File: src/rtl/mac_vec_engine.sv
// mac_vec_engine
//   Vector multiply-accumulate engine. Accepts VEC_LEN operand pairs
//   (a, b), multiplies each pair, and accumulates the products into an
//   ACC_W-bit accumulator. The products are signed or unsigned, as chosen
//   by signed_mode. The dot product is then offered on a valid/ready
//   result port.
//
// Handshakes (both ports use strict valid/ready semantics):
//   A transfer happens at a rising clk edge where valid and ready are both
//   high. The producer holds its data stable while valid is high. Ready
//   never depends combinationally on valid.
//     in_valid/in_ready   : one operand pair per transfer
//     out_valid/out_ready : one dot-product result per transfer
//
// Ports:
//   clk         sole clock, rising edge
//   rst_n       asynchronous active-low reset
//   in_valid    operand pair valid
//   in_ready    engine accepts operands (high only in ACCUM)
//   a, b        DATA_W-bit operands
//   signed_mode 1 = two's complement operands, 0 = unsigned; sampled on the
//               first accept of each vector
//   clear       synchronous abort of the current vector; wins over
//               everything except reset
//   out_valid   dot-product result valid (high only in DONE)
//   out_ready   consumer accepts the result
//   acc_out     accumulator register (partial sum while accumulating)
//   overflow    sticky overflow flag for the current vector
module mac_vec_engine #(
  parameter int DATA_W  = 4,
  parameter int ACC_W   = 12,
  parameter int VEC_LEN = 8,
  parameter int SAT     = 1
) (
  input  logic              clk,
  input  logic              rst_n,
  input  logic              in_valid,
  output logic              in_ready,
  input  logic [DATA_W-1:0] a,
  input  logic [DATA_W-1:0] b,
  input  logic              signed_mode,
  input  logic              clear,
  output logic              out_valid,
  input  logic              out_ready,
  output logic [ACC_W-1:0]  acc_out,
  output logic              overflow
);

  if (ACC_W < 2*DATA_W+1) begin : g_bad_acc_w
    $error("mac_vec_engine: ACC_W must be at least 2*DATA_W+1");
  end
  if (VEC_LEN < 2 || VEC_LEN > 256) begin : g_bad_vec_len
    $error("mac_vec_engine: VEC_LEN must be in 2..256");
  end

  localparam int CNT_W = $clog2(VEC_LEN);
  localparam int PRD_W = 2*DATA_W;
  localparam int EXT_W = ACC_W + 1 - PRD_W;

  typedef enum logic [1:0] {ACCUM = 2'd0, DRAIN = 2'd1, DONE = 2'd2} state_t;

  state_t             state;
  logic [CNT_W-1:0]   cnt;
  logic               drain_cnt;
  logic [DATA_W-1:0]  a_q;
  logic [DATA_W-1:0]  b_q;
  logic               v1;
  logic               mode_q;
  logic [ACC_W-1:0]   acc;
  logic               ovf;

  logic               accept;
  logic               last_accept;
  logic [PRD_W-1:0]   a_x;
  logic [PRD_W-1:0]   b_x;
  logic [PRD_W-1:0]   prod;
  logic [ACC_W:0]     prod_ext;
  logic [ACC_W:0]     acc_ext;
  logic [ACC_W:0]     sum;
  logic               add_ovf;
  logic [ACC_W-1:0]   sat_val;
  logic [ACC_W-1:0]   add_res;

  assign in_ready    = (state == ACCUM);
  assign out_valid   = (state == DONE);
  assign acc_out     = acc;
  assign overflow    = ovf;
  assign accept      = in_valid & in_ready;
  assign last_accept = accept && (cnt == CNT_W'(VEC_LEN-1));

  // Stage 2 datapath. The operands are extended to the product width
  // first, so the low PRD_W bits of one multiply give the correct product
  // in both modes. The sum is then formed one bit wider than the
  // accumulator, so an out-of-range result shows up in the top bits.
  always_comb begin
    a_x      = mode_q ? {{DATA_W{a_q[DATA_W-1]}}, a_q} : {{DATA_W{1'b0}}, a_q};
    b_x      = mode_q ? {{DATA_W{b_q[DATA_W-1]}}, b_q} : {{DATA_W{1'b0}}, b_q};
    prod     = a_x * b_x;
    prod_ext = {{EXT_W{mode_q & prod[PRD_W-1]}}, prod};
    acc_ext  = {mode_q & acc[ACC_W-1], acc};
    sum      = acc_ext + prod_ext;
    // Signed: the top two bits disagree on overflow. Unsigned: carry out.
    add_ovf  = mode_q ? (sum[ACC_W] ^ sum[ACC_W-1]) : sum[ACC_W];
    // The overflow direction follows the sign of the product: in signed
    // mode, only a negative product can underflow.
    if (mode_q) begin
      sat_val = prod[PRD_W-1] ? {1'b1, {(ACC_W-1){1'b0}}} : {1'b0, {(ACC_W-1){1'b1}}};
    end else begin
      sat_val = {ACC_W{1'b1}};
    end
    add_res  = (SAT != 0 && add_ovf) ? sat_val : sum[ACC_W-1:0];
  end

  always_ff @(posedge clk or negedge rst_n) begin
    if (!rst_n) begin
      state     <= ACCUM;
      cnt       <= '0;
      drain_cnt <= 1'b0;
      a_q       <= '0;
      b_q       <= '0;
      v1        <= 1'b0;
      mode_q    <= 1'b0;
      acc       <= '0;
      ovf       <= 1'b0;
    end else if (clear) begin
      state     <= ACCUM;
      cnt       <= '0;
      drain_cnt <= 1'b0;
      v1        <= 1'b0;
      acc       <= '0;
      ovf       <= 1'b0;
    end else begin
      // Stage 1
      v1 <= accept;
      if (accept) begin
        a_q <= a;
        b_q <= b;
        if (cnt == '0) mode_q <= signed_mode;
      end
      // Stage 2
      if (v1) begin
        acc <= add_res;
        ovf <= ovf | add_ovf;
      end
      case (state)
        ACCUM: begin
          if (last_accept) begin
            cnt       <= '0;
            drain_cnt <= 1'b0;
            state     <= DRAIN;
          end else if (accept) begin
            cnt <= cnt + CNT_W'(1);
          end
        end
        // Two cycles let the last pair pass through both pipeline stages.
        DRAIN: begin
          drain_cnt <= 1'b1;
          if (drain_cnt) state <= DONE;
        end
        DONE: begin
          if (out_ready) begin
            acc   <= '0;
            ovf   <= 1'b0;
            cnt   <= '0;
            state <= ACCUM;
          end
        end
        default: state <= ACCUM;
      endcase
    end
  end

endmodule

File: config.mk
export PLATFORM = sky130hd
export DESIGN_NAME = mac_vec_engine
export DESIGN_NICKNAME = d
export VERILOG_FILES = /design/src/rtl/mac_vec_engine.sv
export SDC_FILE = /design/constraint.sdc
export NUM_CORES = 1
export LEC_CHECK = 0
export CAP_MARGIN = 20
export CORE_MARGIN = 3
export CORE_UTILIZATION = 30
export DETAILED_ROUTE_END_ITERATION = 8
export PLACE_DENSITY_LB_ADDON = 0.08
export SLEW_MARGIN = 20
export SYNTH_ARGS = -nofsm -noshare
export SYNTH_HDL_FRONTEND = slang
export SYNTH_SLANG_ARGS = --single-unit
File: constraint.sdc
create_clock -name clk -period 7.49 [get_ports clk]
set_input_delay 1.8725 -clock clk [delete_from_list [all_inputs] [get_ports clk]]
set_output_delay 1.8725 -clock clk [all_outputs]
set_load 0.05 [all_outputs]
==> out/metrics.sh <==
FIN_CRIT_SH_PCT=87.43
GLOBALROUTEMET3UTIL_PCT=2.184
VIAS_PER_CELL=4.934
CPLARGESTDELAYFAMILY='adder cells'
GRT.TOTAL_USAGE_PCT=13.11
NETLIST_INSTANCES=288
DIE_WIDTH_UM=102.0
CTS-ROOT-TO-SINK-BUFFERS=2
FILLER_CELL_COUNT=921
GRT_SETUP_UNREPAIRED='no'
MEAN_POST_SYNTH_CELL_AREA_UM2=9.601
DRV_CAP=0
DOMINANTREGCELLSYNTH='dfrtp_1'
FLOORPLAN.INITIALDENSITY_PCT=31.25
CORE_UM2=8848
SYNTH_EDF_COUNT=0
OUTCOME='finished clean'
RR_ENDPOINT='acc_out[10]'
HOLD_END='cnt[1]'
DRC=0
SHARE_OF_THE_SYNTHESIZED_AREA_IN_THE_TOP_CELL_TYPE_PCT=26.24
GP_ROUTABILITY_CONGESTION=0.7792
HPWLAFTERDP_UM=4915
SEQCELLAREA_UM2=725.7
CRIT_PATH_FREQUENT_CELL='fa_1'
DR_TOTAL_VIAS=2102
SYNTHESIS.AREA_UM2=2765
PATH_MAX_FANOUT=16
SYNTH.TOP_CELLS.BY_AREA='dfrtp_1 (26%), ha_1 (12%), fa_1 (9.4%), inv_1 (4.9%), mux2_2 (4.1%)'
CPMAXSTAGEDELAYCELL='dfrtp_1'
SLEW_VIOL_FINAL=0
CTS.CLK_SLEW.WORST_PATHS_PS=70
OVERFLOW=0
START_KIND='register'
IO_BUFFERS=28
SLEW_HEADROOM_PCT=57.48
CTS-HTREE-LEVELS=2
REG2REG_FROM='mode_q'
CLOCK_BUFFER_COUNT_FROM_CTS=5
SYNTH.FF_LATCH_COUNT=29
PERIOD_NEEDED_PS=6549
DRTPASS1ITERATIONS=4
FIRST_GLOBAL_VIAS=2157
ASYNCSETRESETFLOPFRACSYNTH_PCT=100.0
CLKSINKCOUNT=29
YS_TOP_CELLS_BY_COUNT='inv_1 (36), dfrtp_1 (29), ha_1 (27)'
WORST_HOLD_PATH_TYPE='reg2reg'
FINALSETUPVIOLCOUNT=0
WL_PER_CELL_UM=14.76
SETUP_TOTAL_NEG_SLACK_PS=0
CHIPHEIGHT_UM=102.0
FINALNETCOUNT=371
GRT_PASS1_WL_UM=10750
FP.DIEAREA_UM2=10410
PLACEMENTROWS=34
DRT_ITER0_MARKERS=55
REGISTER_TO_REGISTER_PATH_DEPTH=19
CTS.HOLD.BUFFERS_ADDED=0
SYNTHMOSTINSTANTIATEDCELL='inv_1'
CRIT_CHAIN='nand3_1 -> fa_1 -> fa_1 -> fa_1 -> fa_1 -> inv_1 -> ha_1 -> a21oi_2 -> xnor3_1 -> xnor3_2 -> ha_1 -> or3_1 -> o22ai_1 -> nor3_1 -> o211ai_2 -> xnor3_4 -> a211o_1 -> nand2_1 -> a21oi_1'
TIMING.CRITICAL_PATH.TO_TYPE='register'
GLOBAL_ROUTE.USAGE.MET2_PCT=20.54
MAX_FREQ_GHz=0.1527
ARRIVAL_PS=6710
SYN-NUM-NETS=342
TIMING.FINAL.HOLD_VIOLATIONS=0
CRITICALPATHCATEGORY='reg2reg'
HOLD_WS_PS=509.5
POST-CTS-SETUP-BUFFERS=0
CTS_ROOT_BUFFER='clkbuf_8'
HOLD-PATH-CELL-COUNT=2
AREA_DELTA_SYNTH_FINAL_PCT=16.56
GRTUSAGEMET1_PCT=18.89
HOLDCRITSTARTPOINT='cnt[1]'
ROUTED_WIRELENGTH_UM=6287
WARNING_COUNT_FROM_THE_YOSYS_RUN=0
INSERTEDDIODECOUNT=0
INSERTION_DELAY_PS=280
DRIVE_GT1_SHARE_PCT=11.01
SEQ_AREA_FRAC_SYNTH_PCT=26.24
CRITICAL-PATH-MAX-STAGE-DELAY_PS=680
YOSYS.AREA.TOP_TYPE='dfrtp_1'
CTS-RESIZED-GATES=0
CRIT_REQUIRED_PS=7650
CP_NUM_BUF_INV=1
MAX_SLEW.WORST_PIN.SLEW_PS=637.8
MULTI_INPUT_GATE_AREA_IN_THE_FINAL_LAYOUT_UM2=1836
IOPINCOUNT=29
TRITONCTS='yes'
REG2REG_SETUP_SLACK_PS=940
GRT_MAX_DEGREE=30
SYNTH.LIB_CELLS_USED.DISTINCT=55
ANT_NETS=0
GRT_ANTENNA_BEFORE_REPAIR=0
CLOCK-SKEW-FINAL_PS=2.011
GRT_BUSIEST_LAYER='met2'
-- worst max-delay path by stage --
stage	to	cells after the start	slack, ps	startpoint
6_report	acc_out[10]	19	940	mode_q
5_1_grt	acc_out[9]	19	550	mode_q
4_1_cts	acc_out[9]	19	940	mode_q
3_5_place_dp	acc_out[10]	19	970	mode_q
3_3_place_gp	acc_out[10]	19	1030	mode_q
2_1_floorplan	acc_out[10]	22	1380	mode_q
-- area by class of cell --
type | instances | share of cell area, %
Clock buffer | 6 | 2.562
Clock inverter | 2 | 0.4270
Inverter | 36 | 4.193
Multi-Input combinational cell | 215 | 56.95
Sequential cell | 29 | 22.52
Tap cell | 108 | 4.193
Timing Repair Buffer | 30 | 9.161
-- kinds of logic (layout without fill, tap and decap cells) --
family	after synthesis	after routing	share of synthesized area [%]
buf+inv	44	74	7.737
fa+ha+maj	41	41	21.99
simple gates	81	81	15.97
flops	29	29	26.24
compound gates	62	62	14.44
xor+xnor	19	19	8.371
mux	12	12	5.249
-- placed cells by master, fill, tap and decap left out, types with 2 or more instances in the layout --
cell,count
nand3_1,7
clkbuf_8,6
a21o_1,3
nand3b_1,5
and3_1,2
o211ai_1,2
o21ai_0,21
nor2_1,11
a211o_1,2
inv_1,36
dfrtp_1,29
nor2b_1,4
and2_1,12
a21oi_2,3
nand2_1,20
fa_1,13
and2_2,2
nor3_1,3
buf_4,2
xnor2_1,9
ha_1,27
mux2_2,10
nand2b_1,5
a21oi_1,11
clkdlybuf4s50_1,28
xor2_1,6
o22ai_1,3
a31oi_1,8
-- stage by stage --
| stage | setup WS, ps | instance area (um2) | cells | utilization (%) |
|---|---|---|---|---|
| after CTS | 942.9 | 3219 | 426 | 36.38 |
| after global routing | 548.5 | 3223 | 426 | 36.43 |
| final | 941.2 | 3223 | 426 | 36.43 |
| after detailed placement | 965.5 | 3123 | 418 | 35.29 |
| after global placement | 1031 | 3123 | 418 | 35.29 |
| after floorplan | 1383 | 2765 | 288 | - |
-- metal layers --
metal	vias to the layer above	routed length (um)
met5	-	0
met4	0	46
met3	5	198
met2	37	2928
met1	1013	3113
li1	1047	-
-- registers in the layout (all words and copies together), names as in the netlist --
register   cells
mode_q         1
v1             1
cnt            3
drain_cnt      1
state          2
overflow       1
b_q            4
acc_out       12
a_q            4
-- tightest hold or removal path, delay by kind of cell (launching register included) --
kind,cells,cell delay [ps]
DFF,1,360
and+or+nand+nor,1,60
AOI/OAI and AO/OA,1,60
Power is left out: the tool's default activity adds up to more than one toggle a clock period on the data nets, which glitch-free logic cannot reach.
